[config.mk]
export PLATFORM = sky130hd
export DESIGN_NAME = alu_cu
export DESIGN_NICKNAME = d
export VERILOG_FILES = /design/src/rtl/alu_pkg.sv /design/src/rtl/alu_funct_dec.sv /design/src/rtl/alu_cu.sv
export SDC_FILE = /design/constraint.sdc
export NUM_CORES = 1
export LEC_CHECK = 0
export ABC_AREA = 1
export BUFFER_PORTS_ARGS = -buffer_cell sky130_fd_sc_hd__buf_2
export CAP_MARGIN = 40
export CORE_MARGIN = 1
export CORE_UTILIZATION = 26
export DETAILED_ROUTE_END_ITERATION = 8
export PLACE_DENSITY = 0.47
export SYNTH_ARGS = -nofsm -noshare
export SYNTH_HDL_FRONTEND = slang
export SYNTH_SLANG_ARGS = --single-unit
[constraint.sdc]
create_clock -name vclk -period 2.5
set_clock_uncertainty 0.05 [all_clocks]
set_input_delay 0.375 -clock vclk [all_inputs]
set_output_delay 0.375 -clock vclk [all_outputs]
set_load 0.05 [all_outputs]
[src/rtl/alu_pkg.sv]
// -----------------------------------------------------------------------------
// alu_pkg -- constants shared by the ALU control unit and the ALU datapath.
//
// Contents:
//   alu_op_t  : 5-bit ALU operation code carried from control to the ALU
//   funct_t   : 6-bit MIPS R-type funct field
//   ALU_*     : ALU operation codes (0x00..0x1A, NOP, R-type selector)
//   FN_*      : MIPS funct field values understood by the funct decoder
//   is_listed_funct() : reports whether a funct value has an ALU code
//
// The ALU itself switches on the same ALU_* values, so any renumbering here
// must be made once and picked up by both sides.
// -----------------------------------------------------------------------------
package alu_pkg;

    typedef logic [4:0] alu_op_t;
    typedef logic [5:0] funct_t;

    // ALU operation codes
    localparam alu_op_t ALU_ADD   = 5'h00;
    localparam alu_op_t ALU_ADDU  = 5'h01;
    localparam alu_op_t ALU_SUB   = 5'h02;
    localparam alu_op_t ALU_SUBU  = 5'h03;
    localparam alu_op_t ALU_AND   = 5'h04;
    localparam alu_op_t ALU_OR    = 5'h05;
    localparam alu_op_t ALU_XOR   = 5'h06;
    localparam alu_op_t ALU_NOR   = 5'h07;
    localparam alu_op_t ALU_SLT   = 5'h08;
    localparam alu_op_t ALU_SLTU  = 5'h09;
    localparam alu_op_t ALU_SLL   = 5'h0A;
    localparam alu_op_t ALU_SRL   = 5'h0B;
    localparam alu_op_t ALU_SRA   = 5'h0C;
    localparam alu_op_t ALU_SLLV  = 5'h0D;
    localparam alu_op_t ALU_SRLV  = 5'h0E;
    localparam alu_op_t ALU_SRAV  = 5'h0F;
    // LUI only ever arrives from the main decoder as a pass-through class;
    // the funct decoder never emits it.
    localparam alu_op_t ALU_LUI   = 5'h10;
    localparam alu_op_t ALU_MULT  = 5'h11;
    localparam alu_op_t ALU_MULTU = 5'h12;
    localparam alu_op_t ALU_DIV   = 5'h13;
    localparam alu_op_t ALU_DIVU  = 5'h14;
    localparam alu_op_t ALU_MFHI  = 5'h15;
    localparam alu_op_t ALU_MFLO  = 5'h16;
    localparam alu_op_t ALU_MTHI  = 5'h17;
    localparam alu_op_t ALU_MTLO  = 5'h18;
    localparam alu_op_t ALU_JR    = 5'h19;
    localparam alu_op_t ALU_JALR  = 5'h1A;
    localparam alu_op_t ALU_NOP   = 5'h1E;
    localparam alu_op_t ALU_RTYPE = 5'h1F;

    // MIPS funct field values
    localparam funct_t FN_SLL   = 6'h00;
    localparam funct_t FN_SRL   = 6'h02;
    localparam funct_t FN_SRA   = 6'h03;
    localparam funct_t FN_SLLV  = 6'h04;
    localparam funct_t FN_SRLV  = 6'h06;
    localparam funct_t FN_SRAV  = 6'h07;
    localparam funct_t FN_JR    = 6'h08;
    localparam funct_t FN_JALR  = 6'h09;
    localparam funct_t FN_MFHI  = 6'h10;
    localparam funct_t FN_MTHI  = 6'h11;
    localparam funct_t FN_MFLO  = 6'h12;
    localparam funct_t FN_MTLO  = 6'h13;
    localparam funct_t FN_MULT  = 6'h18;
    localparam funct_t FN_MULTU = 6'h19;
    localparam funct_t FN_DIV   = 6'h1A;
    localparam funct_t FN_DIVU  = 6'h1B;
    localparam funct_t FN_ADD   = 6'h20;
    localparam funct_t FN_ADDU  = 6'h21;
    localparam funct_t FN_SUB   = 6'h22;
    localparam funct_t FN_SUBU  = 6'h23;
    localparam funct_t FN_AND   = 6'h24;
    localparam funct_t FN_OR    = 6'h25;
    localparam funct_t FN_XOR   = 6'h26;
    localparam funct_t FN_NOR   = 6'h27;
    localparam funct_t FN_SLT   = 6'h2A;
    localparam funct_t FN_SLTU  = 6'h2B;

    // True for every funct value that has an ALU operation code.
    function automatic logic is_listed_funct(input funct_t f);
        logic listed;
        listed = 1'b0;
        case (f)
            FN_SLL, FN_SRL, FN_SRA, FN_SLLV, FN_SRLV, FN_SRAV,
            FN_JR, FN_JALR,
            FN_MFHI, FN_MTHI, FN_MFLO, FN_MTLO,
            FN_MULT, FN_MULTU, FN_DIV, FN_DIVU,
            FN_ADD, FN_ADDU, FN_SUB, FN_SUBU,
            FN_AND, FN_OR, FN_XOR, FN_NOR,
            FN_SLT, FN_SLTU: listed = 1'b1;
            default:         listed = 1'b0;
        endcase
        return listed;
    endfunction

endpackage

[src/rtl/alu_funct_dec.sv]
// -----------------------------------------------------------------------------
// alu_funct_dec -- MIPS R-type funct field to ALU operation code table.
//
// Parameters:
//   NOP_CODE : code returned for funct values with no ALU operation
// Ports:
//   funccode : input  [5:0] R-type funct field
//   code     : output [4:0] ALU operation code for that funct
//   illegal  : output       1 when funccode has no entry in the table
//
// Purely combinational; every funct value resolves through the default arm,
// so no X can leave this block for a 2-state input.
// -----------------------------------------------------------------------------
module alu_funct_dec
    import alu_pkg::*;
#(
    parameter logic [4:0] NOP_CODE = ALU_NOP
) (
    input  logic [5:0] funccode,
    output logic [4:0] code,
    output logic       illegal
);

    always_comb begin
        code    = NOP_CODE;
        illegal = 1'b0;
        case (funccode)
            FN_ADD:   code = ALU_ADD;
            FN_ADDU:  code = ALU_ADDU;
            FN_SUB:   code = ALU_SUB;
            FN_SUBU:  code = ALU_SUBU;
            FN_AND:   code = ALU_AND;
            FN_OR:    code = ALU_OR;
            FN_XOR:   code = ALU_XOR;
            FN_NOR:   code = ALU_NOR;
            FN_SLT:   code = ALU_SLT;
            FN_SLTU:  code = ALU_SLTU;
            FN_SLL:   code = ALU_SLL;
            FN_SRL:   code = ALU_SRL;
            FN_SRA:   code = ALU_SRA;
            FN_SLLV:  code = ALU_SLLV;
            FN_SRLV:  code = ALU_SRLV;
            FN_SRAV:  code = ALU_SRAV;
            FN_MULT:  code = ALU_MULT;
            FN_MULTU: code = ALU_MULTU;
            FN_DIV:   code = ALU_DIV;
            FN_DIVU:  code = ALU_DIVU;
            FN_MFHI:  code = ALU_MFHI;
            FN_MFLO:  code = ALU_MFLO;
            FN_MTHI:  code = ALU_MTHI;
            FN_MTLO:  code = ALU_MTLO;
            FN_JR:    code = ALU_JR;
            FN_JALR:  code = ALU_JALR;
            default: begin
                code    = NOP_CODE;
                illegal = 1'b1;
            end
        endcase
    end

endmodule

[src/rtl/alu_cu.sv]
// -----------------------------------------------------------------------------
// alu_cu -- ALU control unit.
//
// Turns the main decoder's ALU operation class into the final ALU operation
// code. When ALUOP equals RTYPE_OP the funct field is decoded; any other
// ALUOP value is forwarded unchanged (this is how LUI, immediate ops and
// branches reach the ALU).
//
// Parameters:
//   RTYPE_OP : ALUOP value that selects funct decode
//   NOP_CODE : code emitted for an unrecognised funct under RTYPE_OP
// Ports:
//   clk          : input        clock, rising edge (used only by illegal_flag)
//   rst_n        : input        asynchronous active-low reset
//   ALUOP        : input  [4:0] ALU operation class
//   funccode     : input  [5:0] R-type funct field
//   ALUOPCtrl    : output [4:0] final ALU operation code (combinational)
//   illegal_flag : output       sticky "unlisted funct seen" flag, only when
//                               ALU_CU_ILLEGAL_FLAG_EN is defined
//
// Build option ALU_CU_ILLEGAL_FLAG_EN: adds illegal_flag and its single flop.
// Without it the block is flop-free and clk/rst_n are tied off internally.
// -----------------------------------------------------------------------------
module alu_cu
    import alu_pkg::*;
#(
    parameter logic [4:0] RTYPE_OP = ALU_RTYPE,
    parameter logic [4:0] NOP_CODE = ALU_NOP
) (
    input  logic       clk,
    input  logic       rst_n,
    input  logic [4:0] ALUOP,
    input  logic [5:0] funccode,
    output logic [4:0] ALUOPCtrl
`ifdef ALU_CU_ILLEGAL_FLAG_EN
    ,
    output logic       illegal_flag
`endif
);

    logic [4:0] dec_code;
    logic       dec_illegal;
    logic       is_rtype;

    alu_funct_dec #(
        .NOP_CODE (NOP_CODE)
    ) u_funct_dec (
        .funccode (funccode),
        .code     (dec_code),
        .illegal  (dec_illegal)
    );

    assign is_rtype = (ALUOP == RTYPE_OP);

    // Zero-latency select: the output tracks the inputs within the same
    // cycle and is never touched by reset.
    always_comb begin
        ALUOPCtrl = ALUOP;
        if (is_rtype) begin
            ALUOPCtrl = dec_code;
        end
    end

`ifdef ALU_CU_ILLEGAL_FLAG_EN
    // Sticky: once an unlisted funct is sampled under RTYPE_OP the flag stays
    // high until the next reset, so software can poll it long after the event.
    always_ff @(posedge clk or negedge rst_n) begin
        if (!rst_n) begin
            illegal_flag <= 1'b0;
        end else if (is_rtype && dec_illegal) begin
            illegal_flag <= 1'b1;
        end
    end
`else
    // Keep the port list stable across builds; these inputs have no load here.
    logic unused_inputs;
    assign unused_inputs = ^{clk, rst_n, dec_illegal};
`endif

endmodule

==> results.yml <==
status:
  outcome: "finished clean"
min_path:
  min_path_type: "in2out"
  hold_start: "ALUOP[1]"
pwr:
  switching_share: 0.710
  p_sw_uw: 57.9
  p_per_area_nw_per_um2: 160
  p_leak_uw: 0.000307
  vdd_drop_max_uv: 50.1
  internal_power_uw: 23.7
  p_comb_frac: 1.000
  pwr-share-seq: 0
  power.clock.fraction: 0
worst_setup_path:
  cp_max_fo: 6
  cp.required_ps: 2080
  crit_type: "in2out"
  crit_start: "funccode[5]"
  critical_path_arrival_ps: 1630
  startpoint_type: "input pin"
  setup.worst_path.end_class: "output pin"
sta:
  fin_crit_ps: 2050
  setup_slack_ps: 447
  min_period_over_period: 0.821
  worstMarginPinSlew_ps: 360
  hold_viol: 0
  slew_violations: 0
  rsz0062_at_grt: "no"
  slew_headroom: 0.759
  finalSetupViolCount: 0
  fmax_ghz: 0.487
  tns_ps: 0
layout:
  num-fill-cells: 162
  multi_input_area_um2: 367
  fin_nets: 128
  seq_area_um2: 0
  diodes: 0
  areaGrowthSynthToFinish_pct: 24.0
  seq_cells: 0
  drive_above_1_share: 0.195
  nClkBuffers: 0
drt:
  dr.first_iter.drc_count: 32
  wl_per_cell_um: 9.12
  ant_nets: 0
  wl_um: 1170
  firstDrtPassIters: 4
  vias: 623
  viasPerCell: 4.87
  drc: 0
clock_network:
  post_cts_resized: 0
  cts_setup_buffers: 0
  ctsHoldBuffers: 0
logic_synthesis:
  synth.distinct_cells: 14
  synth.avg_cell_area_um2: 4.24
  synth_nets: 110
  synth-seq-area-share: 0
  syn_inst: 97
  syn-cell-area_um2: 412
  ys_warn_count: 0
placement:
  hpwl_um: 983
  portBuffers: 16
  pre_cts_ws_ps: 439
  place.gp.congestion: 0.905
job:
  maxCapViolations: 0
die:
  initial_core_util: 0.298
  core_area_um2: 1380
  dieArea_um2: 1750
  fp.dieH_um: 41.8
  num_rows: 13
  ios: 18
  die_x_um: 41.8
global_route:
  grt_max_degree: 8
  grt_pass1_vias: 501
  grt_overflow: 0
  grt_pass1_wl_um: 1900
  antenna_found_initial: 0
  track_usage: 0.126
==> power groups by stage <==
stage / registers, uW / logic (uW) / clock network, uW
global placement: 0 / 81.9 / 0
finish: 0 / 81.6 / 0
global route: 0 / 90.7 / 0
floorplan: 0 / 54.1 / 0
CTS: 0 / 80.8 / 0
detailed placement: 0 / 80.6 / 0
==> kinds of logic (layout without fill, tap and decap cells) <==
logic type,after synthesis,in the layout,share of synthesized area
compound gates,7,7,0.0912
simple gates,78,78,0.799
buf+inv,12,28,0.109
==> worst paths after layout <==
path / to / slack, ps / depth (start not counted)
worst max-delay path: ALUOPCtrl[1] / 450 / 9
worst min-delay path: ALUOPCtrl[1] / 1070 / 4
==> through the flow <==
step / total power [uW] / instances / hold WS [ps] / util / area [um^2]
after global placement: 81.9 / 128 / 1080 / 0.369 / 510
after detailed placement: 80.6 / 128 / 1070 / 0.369 / 510
final: 81.6 / 128 / 1070 / 0.369 / 510
after floorplan: 54.1 / 97 / 915 / - / 412
after CTS: 80.8 / 128 / 1070 / 0.369 / 510
after global routing: 90.7 / 128 / 1100 / 0.369 / 510
==> cells in the mapped netlist <==
cell type	count	area (um^2)
o21ai_0	2	10.0
o211ai_1	1	7.51
o21ai_1	1	5.00
nor3b_1	1	7.51
nand4_1	2	12.5
nand2_1	32	120
nor2_2	2	12.5
a21oi_1	3	15.0
nand3_1	11	55.1
nor3_1	3	15.0
nor2_1	25	93.8
inv_1	10	37.5
inv_2	2	7.51
nand2_2	2	12.5
==> layer usage <==
metal  share of wire  track usage  wire length, um
met3           0.049            0               57
met1            0.50        0.190              584
met2            0.45        0.213              525
met5               0            0                0
met4               0            0                0
==> final cells by class <==
| type | instances | area share |
|---|---|---|
| well taps | 15 | 0.0368 |
| inverters | 12 | 0.0882 |
| multi-input cells | 85 | 0.718 |
| repair buffers | 16 | 0.157 |
==> cells in the final DEF (no fill, tap or decap) <==
cell type  synthesis  routed
buf_2              0      16
o21ai_1            1       1
o21ai_0            2       2
inv_1             10      10
nand4_1            2       2
nor2_1            25      25
nand2_1           32      32
inv_2              2       2
nor3b_1            1       1
o211ai_1           1       1
nor2_2             2       2
nor3_1             3       3
nand2_2            2       2
a21oi_1            3       3
nand3_1           11      11
==> critical path, cell delays in order <==
cell and delay [ps]:
buf_2 120, nor2_1 310, nand2_1 90, nor2_1 130, nor2_1 90, nand3_1 70, nor2_1 50, a21oi_1 130
buf_2 270
Power figures use the tool's default switching activity.
